===== src/rtl/calc_alu_seq.sv =====
// rtl/calc_alu_seq.sv - sequential calculator ALU: single-cycle add/sub/mult, iterative restoring divide
// Optional build macro CALC_ALU_SAT_EN: saturate add/mult to all-ones and clamp sub to 0 on overflow.
module calc_alu_seq #(
    parameter int WIDTH   = 14,
    parameter int ERR_VAL = 9999
) (
    input  logic             clk,
    input  logic             rst,
    input  logic             start,
    input  logic [1:0]       op,
    input  logic [WIDTH-1:0] a,
    input  logic [WIDTH-1:0] b,
    output logic             busy,
    output logic             done,
    output logic [WIDTH-1:0] result,
    output logic [WIDTH-1:0] rem,
    output logic             ovf,
    output logic             err
);

    typedef enum logic {IDLE, DIV} state_t;

    localparam int              CW       = $clog2(WIDTH + 1);
    localparam logic [CW-1:0]   CNT_LOAD = CW'(WIDTH);
    localparam logic [WIDTH-1:0] ERR_RES  = WIDTH'(ERR_VAL);
    localparam logic [WIDTH-1:0] ALL_ONES = '1;

    state_t           state;
    logic [CW-1:0]    cnt;
    logic [WIDTH-1:0] quo;
    logic [WIDTH-1:0] dvs;
    logic [WIDTH-1:0] prem;

    logic [WIDTH:0]     sum;
    logic [WIDTH-1:0]   diff;
    logic [2*WIDTH-1:0] prod;
    logic               add_ovf, sub_ovf, mul_ovf;
    logic [WIDTH-1:0]   add_res, sub_res, mul_res;

    assign sum     = {1'b0, a} + {1'b0, b};
    assign diff    = a - b;
    assign prod    = {{WIDTH{1'b0}}, a} * {{WIDTH{1'b0}}, b};
    assign add_ovf = sum[WIDTH];
    assign sub_ovf = (a < b);
    assign mul_ovf = |prod[2*WIDTH-1:WIDTH];

`ifdef CALC_ALU_SAT_EN
    assign add_res = add_ovf ? ALL_ONES : sum[WIDTH-1:0];
    assign sub_res = sub_ovf ? '0       : diff;
    assign mul_res = mul_ovf ? ALL_ONES : prod[WIDTH-1:0];
`else
    assign add_res = sum[WIDTH-1:0];
    assign sub_res = diff;
    assign mul_res = prod[WIDTH-1:0];
`endif

    // One restoring step: shift the next dividend bit (quotient MSB) into the partial remainder.
    logic [WIDTH:0]   shifted;
    logic             fits;
    logic [WIDTH-1:0] prem_nxt;
    logic [WIDTH-1:0] quo_nxt;

    always_comb begin
        shifted  = {prem, quo[WIDTH-1]};
        fits     = (shifted >= {1'b0, dvs});
        prem_nxt = fits ? WIDTH'(shifted - {1'b0, dvs}) : shifted[WIDTH-1:0];
        quo_nxt  = {quo[WIDTH-2:0], fits};
    end

    always_ff @(posedge clk) begin
        if (rst) begin
            state  <= IDLE;
            busy   <= 1'b0;
            done   <= 1'b0;
            result <= '0;
            rem    <= '0;
            ovf    <= 1'b0;
            err    <= 1'b0;
            cnt    <= '0;
            quo    <= '0;
            dvs    <= '0;
            prem   <= '0;
        end else begin
            done <= 1'b0;
            case (state)
                IDLE: begin
                    if (start) begin
                        case (op)
                            2'd0: begin
                                result <= add_res;
                                rem    <= '0;
                                ovf    <= add_ovf;
                                err    <= 1'b0;
                                done   <= 1'b1;
                            end
                            2'd1: begin
                                result <= sub_res;
                                rem    <= '0;
                                ovf    <= sub_ovf;
                                err    <= 1'b0;
                                done   <= 1'b1;
                            end
                            2'd2: begin
                                result <= mul_res;
                                rem    <= '0;
                                ovf    <= mul_ovf;
                                err    <= 1'b0;
                                done   <= 1'b1;
                            end
                            default: begin
                                if (b == '0) begin
                                    result <= ERR_RES;
                                    rem    <= '0;
                                    ovf    <= 1'b0;
                                    err    <= 1'b1;
                                    done   <= 1'b1;
                                end else begin
                                    quo   <= a;
                                    dvs   <= b;
                                    prem  <= '0;
                                    cnt   <= CNT_LOAD;
                                    busy  <= 1'b1;
                                    state <= DIV;
                                end
                            end
                        endcase
                    end
                end
                DIV: begin
                    quo  <= quo_nxt;
                    prem <= prem_nxt;
                    cnt  <= cnt - 1'b1;
                    // The last step's outcome goes straight to the outputs alongside done.
                    if (cnt == CW'(1)) begin
                        result <= quo_nxt;
                        rem    <= prem_nxt;
                        ovf    <= 1'b0;
                        err    <= 1'b0;
                        done   <= 1'b1;
                        busy   <= 1'b0;
                        state  <= IDLE;
                    end
                end
                default: state <= IDLE;
            endcase
        end
    end

endmodule


===== config.mk =====
export PLATFORM = sky130hd
export DESIGN_NAME = calc_alu_seq
export DESIGN_NICKNAME = d
export VERILOG_FILES = /design/src/rtl/calc_alu_seq.sv
export SDC_FILE = /design/constraint.sdc
export NUM_CORES = 1
export LEC_CHECK = 0
export CAP_MARGIN = 10
export CORE_MARGIN = 4
export CORE_UTILIZATION = 50
export CTS_CLUSTER_SIZE = 24
export DETAILED_ROUTE_END_ITERATION = 12
export HOLD_SLACK_MARGIN = 0.15
export PLACE_DENSITY_LB_ADDON = 0.05
export SLEW_MARGIN = 30
export SYNTH_ARGS = -nofsm -noshare
export SYNTH_HDL_FRONTEND = slang
export SYNTH_SLANG_ARGS = --single-unit

===== constraint.sdc =====
create_clock -name clk -period 9.5 [get_ports clk]
set_clock_uncertainty 0.2 [all_clocks]
set_input_delay 1.425 -clock clk [delete_from_list [all_inputs] [get_ports clk]]
set_output_delay 1.425 -clock clk [all_outputs]
set_load 0.1 [all_outputs]

==> impl_metrics.json <==
{
  "synth.cell_area_um2": 11900,
  "rsz0062_at_grt": "false",
  "grt_usage": 0.273,
  "crit_path_start_kind": "primary input",
  "max-vdd-ir-drop_mv": 0.526,
  "vias": 10098,
  "p_per_area_nw_per_um2": 303,
  "die_w_um": 162,
  "synth.distinct_cells": 73,
  "grt_max_degree": 59,
  "cp.arrival_ps": 8180,
  "die_h_um": 162,
  "start_util": 0.508,
  "ff2ff_setup_slack_ps": 6300,
  "yosys.area.top_type": "fa_1",
  "cts_tree": "built",
  "ys_seq_elements": 79,
  "n_antenna_cell": 0,
  "viasPerCell": 5.64,
  "root_buffer": "clkbuf_16",
  "endpoint_kind": "register",
  "drc": 0,
  "hold_violations": 0,
  "yosysMostFrequentCell": "inv_1",
  "setup_viol": 0,
  "drive_gt1_frac": 0.0421,
  "worstPathMaxFanout": 16,
  "numCtsBuffers": 9,
  "routabilityCongestion": 0.908,
  "wl_per_cell_um": 19.7,
  "synth_warnings": 0,
  "cp_slowest_stage_delay_ps": 960,
  "synthArstFlopShare": 0,
  "num-fill-cells": 2286,
  "setup_tns_ps": 0,
  "clock_path_buffers": 2,
  "ys_seq_area_frac": 0.133,
  "crit_buf_inv": 5,
  "leakage_nw": 6.09,
  "rows": 56,
  "worstPathCellList": "clkdlybuf4s50_1, ha_1, inv_1, fa_1, fa_1, fa_1, inv_1, fa_1, fa_1, inv_1, fa_1, inv_1, ha_1, a211o_1, a21o_1, and4_4, o31ai_2, a21oi_1, or3_1, a211oi_2, a311oi_1",
  "maxSlewViolCount": 0,
  "wl_um": 35200,
  "wl_met1_um": 16000,
  "whs_ps": 250,
  "syn_nets": 1750,
  "worstMarginPinSlew_ps": 1040,
  "insertion_delay_ps": 350,
  "path_delay_family": "adder cells",
  "layout_setup_ws_ps": 1320,
  "postCtsSetupRepairBufs": 0,
  "syn_area_per_cell_um2": 8.33,
  "grt_pass1_vias": 10112,
  "grt_overflow": 0,
  "layout_min_cycle_time_ps": 8180,
  "core_area_um2": 23500,
  "crit_path_frequent_cell": "fa_1",
  "period_share": 0.861,
  "maxCapViolCount": 0,
  "synth-edff-count": 0,
  "maxSlewHeadroom": 0.307,
  "io_pins": 65,
  "drtAntennaViolNets": 0,
  "port_buffers": 64,
  "path_clk_slew_ps": 70,
  "ys_top_cells_by_area": "fa_1, ha_1, dfxtp_1, inv_1, nand2_1",
  "wl_met2_um": 15700,
  "synthToLayoutAreaGrowth_pct": 10.7,
  "synth-main-ff-cell": "dfxtp_1",
  "nets": 1783,
  "drtIter0Drc": 636,
  "hpwl_um": 27600,
  "wl_met3_um": 2620,
  "dp_slack_ps": 963,
  "htree_levels": 3,
  "max_freq_mhz": 122,
  "synth_top_area_frac": 0.242,
  "die_area_um2": 26400,
  "outcome": "finished, final reports clean",
  "hold_class": "reg2reg",
  "post_cts_resized": 0,
  "worstSetupPathType": "in2reg",
  "synthTopCellsByCount": "inv_1, nand2_1, fa_1",
  "crit_path_top_delay_cell": "clkdlybuf4s50_1",
  "postCtsHoldBufs": 0,
  "antenna_found_initial": 0,
  "first_pass_iters": 5,
  "synth_cells": 1433,
  "grt_pass1_wl_um": 56500,
  "numClockSinks": 79,
  "required_ps": 9500,
  "top_layer_used": "met4"
}
-- per-stage QoR --
step / total power [mW] / area [um^2] / cells / utilization
3_5_place_dp: 3.63 / 12900 / 1774 / 0.549
3_3_place_gp: 3.61 / 12900 / 1774 / 0.549
4_1_cts: 4.02 / 13200 / 1790 / 0.562
2_1_floorplan: 2.81 / 11900 / 1433 / -
6_report: 4.00 / 13200 / 1790 / 0.562
5_1_grt: 4.45 / 13200 / 1790 / 0.562
-- logic make-up after synthesis --
kind of cell | Yosys count | share of synthesized area
xor gates and xnor gates | 45 | 0.0330
DFF | 79 | 0.133
adders and majority gates | 284 | 0.388
AOI/OAI and AO/OA | 280 | 0.162
buffers and inverters | 286 | 0.0918
and+or+nand+nor | 441 | 0.177
muxes | 18 | 0.0151
-- report_power, final --
part / switching, mW / internal [mW] / total, mW
clock: 0.150 / 0.214 / 0.364
combinational: 1.97 / 1.31 / 3.27
sequential: 0.0143 / 0.349 / 0.364
total: 2.13 / 1.87 / 4.00
-- cell type report --
type                            count  area [um^2]  share of cell area
Clock buffer                       11          243              0.0184
Tap cell                          319          399              0.0302
Multi-Input combinational cell   1068         9270               0.702
Timing Repair Buffer               88          816              0.0618
Sequential cell                    79         1580               0.120
Clock inverter                      5         66.3             0.00502
Inverter                          220          826              0.0625
-- worst paths after layout --
check	start	to	depth (start not counted)
max	a[6]	ovf$_SDFFE_PP0P_	21
min	rem[7]$_SDFFE_PP0P_	rem[7]$_SDFFE_PP0P_	2
max reg2reg	dvs[1]$_SDFFE_PP0P_	prem[7]$_SDFFE_PP0P_	10
min reg2reg	rem[7]$_SDFFE_PP0P_	rem[7]$_SDFFE_PP0P_	2
-- cell usage in the layout (no fill, tap or decap), drive strengths merged, types with 9 or more instances in the layout --
cell           netlist  layout
a211oi              19      19
a21o                21      21
a21oi               77      77
a221oi               9       9
a222oi              10      10
a31oi               10      10
and2                81      81
buf                 11      25
clkbuf              55      11
clkdlybuf4s50        0      63
dfxtp               79      79
fa                 144     144
ha                 140     140
inv                219     220
mux2i               18      18
nand2              188     188
nand2b              10      10
nand3                9       9
nor2                71      71
nor3                25      25
o21ai               53      53
o21bai               9       9
xnor2               33      33
xor2                12      12
-- routing by layer --
| metal | vias to the layer above | global-route usage |
|---|---|---|
| met2 | 311 | 0.432 |
| met1 | 4913 | 0.384 |
| met5 | - | 0 |
| met3 | 56 | 0.0602 |
| met4 | 0 | 0.0669 |
| li1 | 4818 | - |
-- flip-flops by register name, indices dropped and copies added (netlist names) --
signal	cells
dvs	14
prem	14
quo	14
rem	14
result	14
cnt	4
busy	1
done	1
err	1
ovf	1
state	1
-- worst min-delay path, cell delays in order (launching register included) --
cell and delay [ps]:
dfxtp_1 320, nand2_1 40, o21ai_0 50
(Power assumes the default switching activity.)
